### src/rtl/pipelined_adder_sub_if.sv
// pipelined_adder_sub_if -- handshake bus for the pipelined adder/subtractor.
//   Input side : in_valid/in_ready, operands in_a/in_b, in_cin, in_sub (1 = A - B - borrow).
//   Output side: out_valid/out_ready, out_sum, out_cout (raw MSB carry), out_ovf (signed overflow).
//   slave  : the adder side of the bus.
//   master : the producer/consumer side of the bus.
interface pipelined_adder_sub_if #(
  parameter int WIDTH = 32
);
  logic             in_valid;
  logic             in_ready;
  logic [WIDTH-1:0] in_a;
  logic [WIDTH-1:0] in_b;
  logic             in_cin;
  logic             in_sub;
  logic             out_valid;
  logic             out_ready;
  logic [WIDTH-1:0] out_sum;
  logic             out_cout;
  logic             out_ovf;

  modport slave (
    input  in_valid, in_a, in_b, in_cin, in_sub, out_ready,
    output in_ready, out_valid, out_sum, out_cout, out_ovf
  );

  modport master (
    output in_valid, in_a, in_b, in_cin, in_sub, out_ready,
    input  in_ready, out_valid, out_sum, out_cout, out_ovf
  );
endinterface

### src/rtl/pipelined_adder_sub.sv
// pipelined_adder_sub -- WIDTH-bit add/subtract with the carry chain cut into
// STAGES equal slices, one register stage per slice.
//   clk, rst : clock, asynchronous active-high reset
//   bus      : pipelined_adder_sub_if.slave (valid/ready in, valid/ready out)
// Subtract is A + ~B + ~cin, so out_cout = 1 means "no borrow".
// The whole pipe advances on one global enable; a stalled output freezes
// every stage, valid bits included.

// One slice of the carry chain: plain W-bit adder with carry in/out.
module pas_slice #(
  parameter int W = 8
) (
  input  logic [W-1:0] i_a,
  input  logic [W-1:0] i_b,
  input  logic         i_ci,
  output logic [W-1:0] o_s,
  output logic         o_co
);
  logic [W:0] w_full;

  assign w_full = {1'b0, i_a} + {1'b0, i_b} + {{W{1'b0}}, i_ci};
  assign o_s    = w_full[W-1:0];
  assign o_co   = w_full[W];
endmodule

module pipelined_adder_sub #(
  parameter int WIDTH  = 32,
  parameter int STAGES = 4
) (
  input  logic                  clk,
  input  logic                  rst,
  pipelined_adder_sub_if.slave  bus
);
  localparam int WS = WIDTH / STAGES;

  logic             w_adv;
  logic [WIDTH-1:0] w_b_eff;
  logic             w_c_eff;
  logic [STAGES:1]  vld_pipe;   // vld_pipe[k] = valid of register stage k-1
  logic [WIDTH-1:0] r_out_sum;
  logic             r_out_cout;
  logic             r_out_ovf;

  // Global enable: the pipe moves whenever the output slot is free or drained.
  assign w_adv         = ~vld_pipe[STAGES] | bus.out_ready;
  assign bus.in_ready  = w_adv;
  assign bus.out_valid = vld_pipe[STAGES];
  assign bus.out_sum   = r_out_sum;
  assign bus.out_cout  = r_out_cout;
  assign bus.out_ovf   = r_out_ovf;

  assign w_b_eff = bus.in_sub ? ~bus.in_b   : bus.in_b;
  assign w_c_eff = bus.in_sub ? ~bus.in_cin : bus.in_cin;

  always_ff @(posedge clk or posedge rst) begin
    if (rst) begin
      vld_pipe <= '0;
    end else if (w_adv) begin
      vld_pipe[1] <= bus.in_valid;
      for (int k = 2; k <= STAGES; k++) vld_pipe[k] <= vld_pipe[k-1];
    end
  end

  for (genvar k = 0; k < STAGES; k++) begin : g_stg
    // Operand bits not yet consumed when this stage runs (skew window).
    localparam int RW = WIDTH - k*WS;

    logic [RW-1:0]         w_ra;
    logic [RW-1:0]         w_rb;
    logic                  w_ci;
    logic [WS-1:0]         w_s;
    logic                  w_co;
    logic [(k+1)*WS-1:0]   w_sacc;  // result slices 0..k (deskew window)

    pas_slice #(.W(WS)) u_slice (
      .i_a  (w_ra[WS-1:0]),
      .i_b  (w_rb[WS-1:0]),
      .i_ci (w_ci),
      .o_s  (w_s),
      .o_co (w_co)
    );

    if (k == 0) begin : g_src
      assign w_ra   = bus.in_a;
      assign w_rb   = w_b_eff;
      assign w_ci   = w_c_eff;
      assign w_sacc = w_s;
    end else begin : g_src
      assign w_ra   = g_stg[k-1].g_fwd.r_a;
      assign w_rb   = g_stg[k-1].g_fwd.r_b;
      assign w_ci   = g_stg[k-1].g_fwd.r_c;
      assign w_sacc = {w_s, g_stg[k-1].g_fwd.r_s};
    end

    if (k < STAGES-1) begin : g_fwd
      // Datapath only; validity lives in vld_pipe, so no reset needed.
      logic [RW-WS-1:0]    r_a;
      logic [RW-WS-1:0]    r_b;
      logic                r_c;
      logic [(k+1)*WS-1:0] r_s;

      always_ff @(posedge clk) begin
        if (w_adv) begin
          r_a <= w_ra[RW-1:WS];
          r_b <= w_rb[RW-1:WS];
          r_c <= w_co;
          r_s <= w_sacc;
        end
      end
    end else begin : g_last
      // Carry into the MSB recovered from the MSB sum bit: a ^ b ^ s.
      logic w_cm;
      assign w_cm = w_ra[WS-1] ^ w_rb[WS-1] ^ w_s[WS-1];

      always_ff @(posedge clk or posedge rst) begin
        if (rst) begin
          r_out_sum  <= '0;
          r_out_cout <= 1'b0;
          r_out_ovf  <= 1'b0;
        end else if (w_adv) begin
          r_out_sum  <= w_sacc;
          r_out_cout <= w_co;
          r_out_ovf  <= w_cm ^ w_co;
        end
      end
    end
  end
endmodule
### src/flat_wrapper.sv
// flat-port wrapper written by rule: the top's interface ports become plain ports
module pipelined_adder_sub_flat 
#(
  parameter int WIDTH  = 32,
  parameter int STAGES = 4
)
  (clk, rst, bus_in_valid, bus_in_a, bus_in_b, bus_in_cin, bus_in_sub, bus_out_ready, bus_in_ready, bus_out_valid, bus_out_sum, bus_out_cout, bus_out_ovf);
  pipelined_adder_sub_if #(.WIDTH(WIDTH)) bus_i ();
  input  logic clk;
  input  logic rst;
  input wire logic [$bits(bus_i.in_valid)-1:0] bus_in_valid;
  input wire logic [$bits(bus_i.in_a)-1:0] bus_in_a;
  input wire logic [$bits(bus_i.in_b)-1:0] bus_in_b;
  input wire logic [$bits(bus_i.in_cin)-1:0] bus_in_cin;
  input wire logic [$bits(bus_i.in_sub)-1:0] bus_in_sub;
  input wire logic [$bits(bus_i.out_ready)-1:0] bus_out_ready;
  output wire logic [$bits(bus_i.in_ready)-1:0] bus_in_ready;
  output wire logic [$bits(bus_i.out_valid)-1:0] bus_out_valid;
  output wire logic [$bits(bus_i.out_sum)-1:0] bus_out_sum;
  output wire logic [$bits(bus_i.out_cout)-1:0] bus_out_cout;
  output wire logic [$bits(bus_i.out_ovf)-1:0] bus_out_ovf;
  assign bus_i.in_valid = bus_in_valid;
  assign bus_i.in_a = bus_in_a;
  assign bus_i.in_b = bus_in_b;
  assign bus_i.in_cin = bus_in_cin;
  assign bus_i.in_sub = bus_in_sub;
  assign bus_i.out_ready = bus_out_ready;
  assign bus_in_ready = bus_i.in_ready;
  assign bus_out_valid = bus_i.out_valid;
  assign bus_out_sum = bus_i.out_sum;
  assign bus_out_cout = bus_i.out_cout;
  assign bus_out_ovf = bus_i.out_ovf;
  pipelined_adder_sub #(.WIDTH(WIDTH), .STAGES(STAGES)) u_core (.clk(clk), .rst(rst), .bus(bus_i));
endmodule
### config.mk
export PLATFORM = sky130hd
export DESIGN_NAME = pipelined_adder_sub_flat
export DESIGN_NICKNAME = d
export VERILOG_FILES = /design/src/rtl/pipelined_adder_sub_if.sv /design/src/rtl/pipelined_adder_sub.sv /design/src/flat_wrapper.sv
export SDC_FILE = /design/constraint.sdc
export NUM_CORES = 1
export LEC_CHECK = 0
export CAP_MARGIN = 15
export CORE_MARGIN = 2
export CORE_UTILIZATION = 53
export CTS_BUF_LIST = sky130_fd_sc_hd__clkbuf_2
export DETAILED_ROUTE_END_ITERATION = 8
export DONT_BUFFER_PORTS = 1
export GPL_ROUTABILITY_DRIVEN = 0
export PLACE_DENSITY = 0.68
export REMOVE_ABC_BUFFERS = 1
export SETUP_SLACK_MARGIN = 0.4
export SYNTH_ARGS = -nofsm -noshare
export SYNTH_HDL_FRONTEND = slang
export SYNTH_SLANG_ARGS = --single-unit
### constraint.sdc
create_clock -name clk -period 5.8 [get_ports clk]
set_clock_uncertainty 0.05 [all_clocks]
set_input_delay 1.16 -clock clk [delete_from_list [all_inputs] [get_ports clk]]
set_output_delay 1.16 -clock clk [all_outputs]
set_load 0.02 [all_outputs]
==> impl_metrics.toml <==
[clock_network]
cts_tree = "yes"
cts.repair.resized = 0
clockRootBuffer = "clkbuf_2"
clk_latency_ns = 0.70
ctsLongestPathBuffers = 2
cts_hold_buffers = 0
cts.sinks = 185
htree_levels = 4
cts_setup_buffers = 0
clk_pin_slew_worst_paths_ns = 0.23
cts_inserted_buffers = 17

[global_routing]
grt-ovfl-total = 0
antenna_found_initial = 1
grt_usage_pct = 14.6
grt_pass1_wl_mm = 16.2
grt_pass1_vias = 3288
grt_max_degree = 110

[setup_path]
crit_buf_inv = 0
max_stage_delay_ns = 0.53
worst_ep_required_time_ns = 4.59
crit_chain = "nand2b_4"
critPathCaptureType = "output port"
crit_fanout = 7
crit_slowest_cell = "dfrtp_1"
cpLargestDelayFamily = "flip-flops"
start_kind = "flip-flop"
critical_path_arrival_ns = 1.46
crit_type = "flip-flop to output port"

[yosys]
synth_flop_cell = "edfxtp_1"
synth_top_cell_area_share_pct = 59.8
avgSynthCellArea_um2 = 17.6
yosysWarnings = 0
seq_area_frac_synth_pct = 72.7
synth_area_um2 = 7380
synth_area_leaders = "edfxtp_1 (60%), dfrtp_1 (13%), ha_1 (4.7%), xor2_1 (4.7%), mux2_2 (3.7%)"
synth_top_area_cell = "edfxtp_1"
ys_ff_latch = 185
yosys.cell_types.count = 38
async_reset_ff_share_pct = 20.5
synthCells = 419
synth_edf_count = 147

[die]
chipWidth_um = 122
initial_utilization_pct = 53.8
die_y_um = 122
die_area_um2 = 14900
io_pins = 106
fp-row-count = 43
core-area_um2 = 13700

[finish]
syn2layout_area_growth_pct = 6.58
drive_above_1_share_pct = 16.7
fin_util_pct = 57.3
final_cells = 624
diodes = 0
fin_nets = 537
final_area_um2 = 7870

[sta]
grt_setup_unrepaired = "false"
fin_crit_sh_pct = 46.1
finalMaxSlewViolations = 0
slew-limit-headroom_pct = 43.8
fmax_ghz = 0.374
hold_slack_ns = 0.381
setup_viol = 0
finalHoldViolCount = 0
tightest_slew_ns = 0.841
fin_crit_ns = 2.67

[placement]
dpl_cell_area_um2 = 7590
placedCellCount = 591
io_buffers = 0
dp_hpwl_mm = 6.51

[hold_path]
hold_class = "flip-flop to flip-flop"

[power_and_ir_drop]
leakage_nw = 3.00
p_per_area_nw_per_um2 = 501
peakVddDrop_uv = 144

[job]
cap_viol_max_count = 0

[run_status]
status = "complete, no violations"

[drt]
vias_per_cell = 5.19
drcViolationCount = 0
routedWlPerCell_um = 16.2
wl_mm = 10.1
via_count = 3236
drt-initial-drc-count = 224
dr.pass1.iters = 4
ant_nets = 0
==> per-stage QoR <==
| step | setup TNS [ns] | total power, W | worst slack (ns) |
|---|---|---|---|
| global route | 0 | 0.00421 | 2.96 |
| floorplan | -124.13 | 0.00318 | -1.21 |
| finish | 0 | 0.00394 | 3.13 |
| CTS | 0 | 0.00400 | 2.35 |
| global placement | 0 | 0.00329 | 2.57 |
| detailed placement | 0 | 0.00335 | 2.54 |
==> cell families (layout without fill, tap and decap cells) <==
kind of cell | after synthesis | after routing | synth area share [%]
AOI/OAI and AO/OA | 60 | 60 | 5.90
xor gates and xnor gates | 54 | 54 | 6.41
adders and majority gates | 36 | 36 | 6.92
buffers and inverters | 19 | 44 | 1.12
DFF | 185 | 185 | 72.7
muxes | 31 | 31 | 4.73
and+or+nand+nor | 34 | 34 | 2.24
==> report_power, final <==
group          total (W)  internal (W)  switching, W  leakage (nW)
sequential       0.00237       0.00203      0.000347          1.92
combinational   0.000924      0.000430      0.000494         0.944
clock           0.000646      0.000242      0.000403         0.140
==> synthesized netlist by cell type, types with 2 or more instances <==
cell,n
nor2_1,20
mux2_2,24
fa_1,8
dfrtp_1,38
a21oi_2,5
nor3_2,2
xor2_1,40
mux2_1,7
o21ai_2,4
edfxtp_1,147
ha_1,28
a21o_1,11
inv_1,10
o21ai_0,2
a211oi_1,3
xnor2_1,14
nand2b_1,2
o211a_1,2
nor4_1,2
nand2_1,2
a21oi_1,16
o21a_1,4
o21bai_1,4
buf_2,9
nand3_1,2
==> routing by layer <==
layer  part of all wire, %  global-route usage, %  vias to the layer above  routed length [µm]
li1                      -                      -                     1586                   -
met1                    43                   18.6                     1547                4360
met2                    50                   22.3                       89                5030
met3                   5.8                   5.34                       12                 589
met4                   1.1                   7.33                        2                 114
met5                 0.099                      0                        -                  10
==> layout by cell type (no fill, tap or decap), types with 2 or more instances in the layout <==
| master | count |
|---|---|
| mux2_2 | 24 |
| o21bai_1 | 4 |
| o21ai_0 | 2 |
| inv_1 | 9 |
| nor2_1 | 20 |
| nand3_1 | 2 |
| a21o_1 | 11 |
| xnor2_1 | 14 |
| a211oi_1 | 3 |
| clkinv_2 | 2 |
| o211a_1 | 2 |
| a21oi_2 | 5 |
| nor3_2 | 2 |
| mux2_1 | 7 |
| nand2_1 | 2 |
| nor4_1 | 2 |
| ha_1 | 28 |
| dfrtp_1 | 38 |
| clkbuf_2 | 20 |
| a21oi_1 | 16 |
| bufinv_16 | 3 |
| o21a_1 | 4 |
| fa_1 | 8 |
| xor2_1 | 40 |
| clkinvlp_4 | 5 |
| o21ai_2 | 4 |
| edfxtp_1 | 147 |
==> layout make-up <==
| type | instances | area, µm² |
|---|---|---|
| clock inverters | 12 | 150 |
| flip-flops and latches | 185 | 5370 |
| repair buffers | 2 | 47.5 |
| multi-input cells | 215 | 1940 |
| well taps | 180 | 225 |
| inverters | 10 | 37.5 |
| clock buffers | 20 | 100 |
| fillers | 1084 | 5850 |
==> registers in the layout (all words and copies together) (netlist names) <==
signal,flops
u_core.g_stg.g_fwd.r_s,48
u_core.bus.out_ovf,1
u_core.g_stg.g_fwd.r_a,48
u_core.g_stg.g_fwd.r_b,48
u_core.vld_pipe,4
u_core.g_stg.g_fwd.r_c,3
u_core.bus.out_cout,1
u_core.bus.out_sum,32
==> worst paths after layout <==
check	start	endpoint	slack, ns	cells after the start
max in group asynchronous	rst	u_core.bus.out_sum[11]	4.75	1
worst min register to register	u_core.g_stg[0].g_fwd.r_b[13]	u_core.g_stg[1].g_fwd.r_b[5]	0.38	0
worst max-delay path	u_core.vld_pipe[4]	bus_in_ready	3.13	1
worst min-delay path	u_core.g_stg[0].g_fwd.r_b[13]	u_core.g_stg[1].g_fwd.r_b[5]	0.38	0
min in group asynchronous	rst	u_core.bus.out_sum[22]	0.42	1
worst max register to register	u_core.g_stg[1].g_fwd.r_c	u_core.g_stg[2].g_fwd.r_c	3.33	7
No activity file was read; power rests on OpenSTA's default activity.
